`config.mk`:
```
export PLATFORM = sky130hd
export DESIGN_NAME = peripheral_msi_slave_arbiter_apb4
export DESIGN_NICKNAME = d
export VERILOG_FILES = /design/src/rtl/peripheral_msi_slave_arbiter_apb4.sv
export SDC_FILE = /design/constraint.sdc
export NUM_CORES = 1
export LEC_CHECK = 0
export ABC_AREA = 1
export BUFFER_PORTS_ARGS = -buffer_cell sky130_fd_sc_hd__buf_2
export CAP_MARGIN = 30
export CORE_ASPECT_RATIO = 1.75
export CORE_MARGIN = 2
export CORE_UTILIZATION = 40
export CTS_CLUSTER_DIAMETER = 80
export DETAILED_ROUTE_END_ITERATION = 16
export HOLD_SLACK_MARGIN = 0.02
export SYNTH_ARGS = -nofsm -noshare
export SYNTH_HDL_FRONTEND = slang
export SYNTH_SLANG_ARGS = --single-unit
```
`constraint.sdc`:
```
create_clock -name HCLK -period 3.07 [get_ports HCLK]
set_input_delay 0.307 -clock HCLK [delete_from_list [all_inputs] [get_ports HCLK]]
set_output_delay 0.307 -clock HCLK [all_outputs]
set_load 0.01 [all_outputs]
```
`src/rtl/peripheral_msi_slave_arbiter_apb4.sv`:
```
// ---------------------------------------------------------------------------
// peripheral_msi_slave_arbiter_apb4
//
// Per-slave arbiter for the MSI interconnect. Every master port that decodes
// an access to this slave raises its request bit. The arbiter grants the
// slave to one master at a time. The highest priority wins. Ties between
// masters of equal priority are broken round-robin. Ownership changes only
// when the current owner signals a switch point and the slave is ready.
//
// Ports:
//   HCLK           bus clock, all state changes on the rising edge
//   HRESET         asynchronous, active-high reset
//   mst_req        per-master request (the slvHSEL bit for this slave)
//   mst_priority   per-master 3-bit priority, 7 highest
//   can_switch     per-master "may release the slave now" flag
//   slv_HREADY     HREADYOUT of this slave
//   master_granted one-hot (or zero) grant, bit m to master port m
//   granted_id     binary index of the owner; holds the last owner when idle
//   bus_busy       high while a master owns the slave
// ---------------------------------------------------------------------------
module peripheral_msi_slave_arbiter_apb4 #(
    parameter int MASTERS = 5,
    localparam int MASTER_BITS = (MASTERS > 1) ? $clog2(MASTERS) : 1
) (
    input  logic                       HCLK,
    input  logic                       HRESET,
    input  logic [MASTERS-1:0]         mst_req,
    input  logic [MASTERS-1:0][2:0]    mst_priority,
    input  logic [MASTERS-1:0]         can_switch,
    input  logic                       slv_HREADY,
    output logic [MASTERS-1:0]         master_granted,
    output logic [MASTER_BITS-1:0]     granted_id,
    output logic                       bus_busy
);

    typedef enum logic {
        IDLE  = 1'b0,
        OWNED = 1'b1
    } state_t;

    state_t                   state_reg;
    state_t                   state_next;
    logic [MASTERS-1:0]       grant_reg;
    logic [MASTERS-1:0]       grant_next;
    logic [MASTER_BITS-1:0]   id_reg;
    logic [MASTER_BITS-1:0]   id_next;
    logic [MASTER_BITS-1:0]   rr_ptr_reg;
    logic [MASTER_BITS-1:0]   rr_ptr_next;

    // Arbitration intermediates
    logic [2:0]               max_prio;
    logic [MASTERS-1:0]       cand;
    logic [MASTERS-1:0]       win_onehot;
    logic [MASTER_BITS-1:0]   winner;
    logic                     any_req;
    logic                     switch_ok;

    assign any_req = |mst_req;

    // The owner's switch flag is picked with the grant vector instead of an
    // index, so the non-owners' can_switch bits cannot affect the result.
    assign switch_ok = (|(can_switch & grant_reg)) & slv_HREADY;

    // Highest priority among the current requesters.
    always_comb begin
        max_prio = 3'd0;
        for (int m = 0; m < MASTERS; m++) begin
            if (mst_req[m] && (mst_priority[m] > max_prio)) begin
                max_prio = mst_priority[m];
            end
        end
    end

    // A candidate is a requester that sits at the maximum priority.
    generate
        for (genvar gi = 0; gi < MASTERS; gi++) begin : g_cand
            assign cand[gi] = mst_req[gi] && (mst_priority[gi] == max_prio);
        end
    endgenerate

    // Round-robin pick among the candidates. The search starts just after
    // rr_ptr and ends at rr_ptr itself, so the previous winner loses any tie
    // with another candidate but can still win when it is the only one.
    // rr_ptr < MASTERS and the offset is at most MASTERS, so one conditional
    // subtraction is enough to wrap.
    always_comb begin
        int  idx;
        logic found;
        winner = '0;
        found  = 1'b0;
        for (int i = 1; i <= MASTERS; i++) begin
            idx = int'(rr_ptr_reg) + i;
            if (idx >= MASTERS) begin
                idx = idx - MASTERS;
            end
            if (!found && cand[idx]) begin
                winner = MASTER_BITS'(idx);
                found  = 1'b1;
            end
        end
    end

    generate
        for (genvar gi = 0; gi < MASTERS; gi++) begin : g_onehot
            assign win_onehot[gi] = (winner == MASTER_BITS'(gi));
        end
    endgenerate

    // Next-state and next-output logic.
    always_comb begin
        state_next  = state_reg;
        grant_next  = grant_reg;
        id_next     = id_reg;
        rr_ptr_next = rr_ptr_reg;
        unique case (state_reg)
            IDLE: begin
                if (any_req) begin
                    grant_next  = win_onehot;
                    id_next     = winner;
                    rr_ptr_next = winner;
                    state_next  = OWNED;
                end
            end
            OWNED: begin
                if (switch_ok) begin
                    if (any_req) begin
                        // Direct handover: the grant vector is replaced in a
                        // single edge, so old and new bits never overlap.
                        grant_next  = win_onehot;
                        id_next     = winner;
                        rr_ptr_next = winner;
                    end else begin
                        // Release; the last owner's index stays visible.
                        grant_next = '0;
                        state_next = IDLE;
                    end
                end
            end
            default: begin
                state_next = IDLE;
                grant_next = '0;
            end
        endcase
    end

    always_ff @(posedge HCLK or posedge HRESET) begin
        if (HRESET) begin
            state_reg  <= IDLE;
            grant_reg  <= '0;
            id_reg     <= '0;
            // Pointer at the last master makes master 0 win the first tie.
            rr_ptr_reg <= MASTER_BITS'(MASTERS - 1);
        end else begin
            state_reg  <= state_next;
            grant_reg  <= grant_next;
            id_reg     <= id_next;
            rr_ptr_reg <= rr_ptr_next;
        end
    end

    assign master_granted = grant_reg;
    assign granted_id     = id_reg;
    assign bus_busy       = (state_reg == OWNED);

endmodule
```
==> flow_metrics.env <==
export IMPL_fin_crit_sh_pct=170
export IMPL_htreeDepth=1
export IMPL_cts_made_buffers=3
export IMPL_cts_buffer_depth=2
export IMPL_rsz0062_at_grt="true"
export IMPL_ys_warn_count=0
export IMPL_reg2reg_from="rr_ptr_reg[2]$_DFFE_PP1P_"
export IMPL_placed_area_sq_mm=0.00316
export IMPL_yosysTopAreaCellShare_pct=15.0
export IMPL_clkPwrFrac_pct=15.0
export IMPL_drtPass1Iterations=5
export IMPL_synth_edf_count=0
export IMPL_slowest_delay_ns=0.29
export IMPL_syn_area_sq_mm=0.00228
export IMPL_num_rows=36
export IMPL_cp_common_cell="nand2_2"
export IMPL_avgSynthCellArea_sq_um=6.02
export IMPL_largest_register_ffs=5
export IMPL_wl_per_cell_um=12.9
export IMPL_grtUsageTotal_pct=24.0
export IMPL_detail_route_antenna_nets=0
export IMPL_hp_class="primary input to async pin"
export IMPL_max_vdd_ir_drop_mv=0.363
export IMPL_start_util_pct=41.2
export IMPL_ys_seq_area_share_pct=11.0
export IMPL_yosysMostFrequentCell="nand2_1"
export IMPL_crit_path_start_kind="primary input"
export IMPL_setup_violations=9
export IMPL_grt_pass1_vias=2973
export IMPL_totalWireLength_um=7490
export IMPL_yosys_area_top_type="nand2_1"
export IMPL_slew_headroom_pct=60.8
export IMPL_fp_dieW_um=61.1
export IMPL_critPathMaxFanout=5
export IMPL_vias_per_cell=5.01
export IMPL_cts_tree="yes"
export IMPL_seq_power_share_pct=12.0
export IMPL_seqCellArea_sq_um=251
export IMPL_io_pins=37
export IMPL_hold_viol=0
export IMPL_drive_gt1_share_pct=49.0
export IMPL_fin_ws_ns=-2.14
export IMPL_crit_type="primary input to flip-flop"
export IMPL_synthTopCellsByCount="nand2_1 (91), nand3_1 (61), inv_1 (53), nor2_1 (36), ha_1 (22)"
export IMPL_grt_max_degree=12
export IMPL_power_switching_mw=0.496
export IMPL_vias=2905
export IMPL_power_density_mw_per_mm2=297
export IMPL_fmax_ghz=0.192
export IMPL_root_buffer="clkbuf_8"
export IMPL_design_area_sq_mm=0.00372
export IMPL_place_ws_ns=-2.62
export IMPL_startpoint="mst_priority[1]"
export IMPL_synth_nets=429
export IMPL_worst_pin_slew_ns=0.585
export IMPL_ys_ff_latch=10
export IMPL_grt_pass1_wl_um=12300
export IMPL_diodes=0
export IMPL_p_comb_share_pct=73.0
export IMPL_cts_hold_buf=0
export IMPL_drv_slew=0
export IMPL_multi_input_area_sq_mm=0.00216
export IMPL_synthArstFlopShare_pct=100
export IMPL_yosysUniqueCellTypes=39
export IMPL_clk_pin_slew_ns=0.05
export IMPL_nFillCells=494
export IMPL_hpwl_um=6000
export IMPL_die_h_um=104
export IMPL_drc=0
export IMPL_drtIter0Drc=94
export IMPL_fin_crit_ns=5.21
export IMPL_cp_slowest_cell="ha_1"
export IMPL_antenna_found_initial=0
export IMPL_critPathRequiredTime_ns=3.25
export IMPL_io_buffers=36
export IMPL_die_area_sq_mm=0.00635
export IMPL_coreArea_sq_mm=0.00554
export IMPL_areaGrowthSynthToFinish_pct=63.1
export IMPL_yosys_top_cells_area="nand2_1 (15%), nand3_1 (13%), ha_1 (12%)"
export IMPL_fin_skew_ns=0.00236
export IMPL_violations="setup timing"
export IMPL_drv_cap=0
export IMPL_netSwitchingFraction_pct=44.9
export IMPL_nets=555
export IMPL_synthCells=379
export IMPL_clkSinkCount=10
export IMPL_crit_arrival_ns=5.38
export IMPL_endpoint_kind="flip-flop"
export IMPL_grt_ovfl_total=0
export IMPL_place_congestion=0.913
export IMPL_status="finished with violations"
export IMPL_p_int_mw=0.609
export IMPL_clk_latency_ns=0.24
export IMPL_synth_ff_type="dfrtp_1"
export IMPL_leakagePower_nw=1.97
## cell usage in the layout (no fill, tap or decap), types with 11 or more instances in the layout
master and n:
nand3_2 19, ha_1 16, buf_4 85, nor2_1 25
buf_2 33, nand3_1 47, nand2_1 69, nand2_4 11
inv_1 45, nand2_2 26
## final cells by class
cell class	count	share of cell area, %
inverters	59	6.76
flip-flops and latches	10	6.76
clock buffers	4	1.48
well taps	76	2.55
repair buffers	125	24.5
multi-input cells	306	57.9
## power by group through the flow
stage               clock network (mW)  logic, mW  registers, mW
floorplan                            0      0.383          0.134
global placement                     0      0.625          0.134
detailed placement                   0      0.627          0.134
CTS                              0.171      0.713          0.132
global route                     0.175      0.873          0.132
finish                           0.166      0.807          0.132
## worst paths after layout
kind / end / slack [ns] / depth (start not counted)
min reg2reg: granted_id[2]$_DFFE_PP0P_ / 0.48 / 2
min: granted_id[2]$_DFFE_PP0P_ / 0.04 / 2
max reg2reg: master_granted[0]$_DFFE_PP0P_ / 0.06 / 19
max: master_granted[0]$_DFFE_PP0P_ / -2.14 / 49
min in group HCLK: bus_busy$_DFF_PP0_ / 0.42 / 4
max in group asynchronous: rr_ptr_reg[2]$_DFFE_PP1P_ / 2.71 / 2
## critical path, delay by kind of cell
family	cells	cell delay (ns)
XOR/XNOR	1	0.15
AO/OA/AOI/OAI	5	0.49
AND/OR/NAND/NOR	30	2.57
adder cells (fa/ha/maj)	4	1.02
buffers and inverters	9	0.81
## routing by layer
layer / vias to the layer above / global-route usage (%) / part of all wire, %
li1: 1481 / - / -
met1: 1335 / 23.4 / 34
met2: 62 / 46.7 / 60
met3: 27 / 1.62 / 2.6
met4: 0 / 10.2 / 3.3
met5: - / 0 / 0
## stage by stage
stage | setup TNS [ns] | power, mW | std cells | util (%) | hold WS [ns]
floorplan | -16.70 | 0.517 | 379 | - | 0.146
global placement | -22.39 | 0.759 | 556 | 57.1 | 0.292
detailed placement | -23.19 | 0.761 | 556 | 57.1 | 0.305
CTS | -18.85 | 1.02 | 574 | 63.2 | 0.0450
global route | -22.65 | 1.18 | 580 | 67.2 | 0.0775
finish | -18.80 | 1.11 | 580 | 67.2 | 0.0426
## what timing repair did
| item | 4_1_cts | 5_1_grt |
|---|---|---|
| gates resized for setup | 39 | 43 |
| endpoints found under the setup margin | 9 | 9 |
| gates cloned | 0 | 0 |
| pin swaps | 54 | 46 |
| buffers inserted | 14 | 6 |
## kinds of logic (layout without fill, tap and decap cells)
logic type | count (synthesis) | after routing | share of synthesized area (%)
XOR/XNOR | 7 | 7 | 4.33
AO/OA/AOI/OAI | 44 | 44 | 11.3
adder cells (fa/ha/maj) | 22 | 22 | 12.1
AND/OR/NAND/NOR | 233 | 233 | 50.5
buffers and inverters | 63 | 188 | 10.8
flip-flops | 10 | 10 | 11.0
Power figures use the tool's default switching activity.
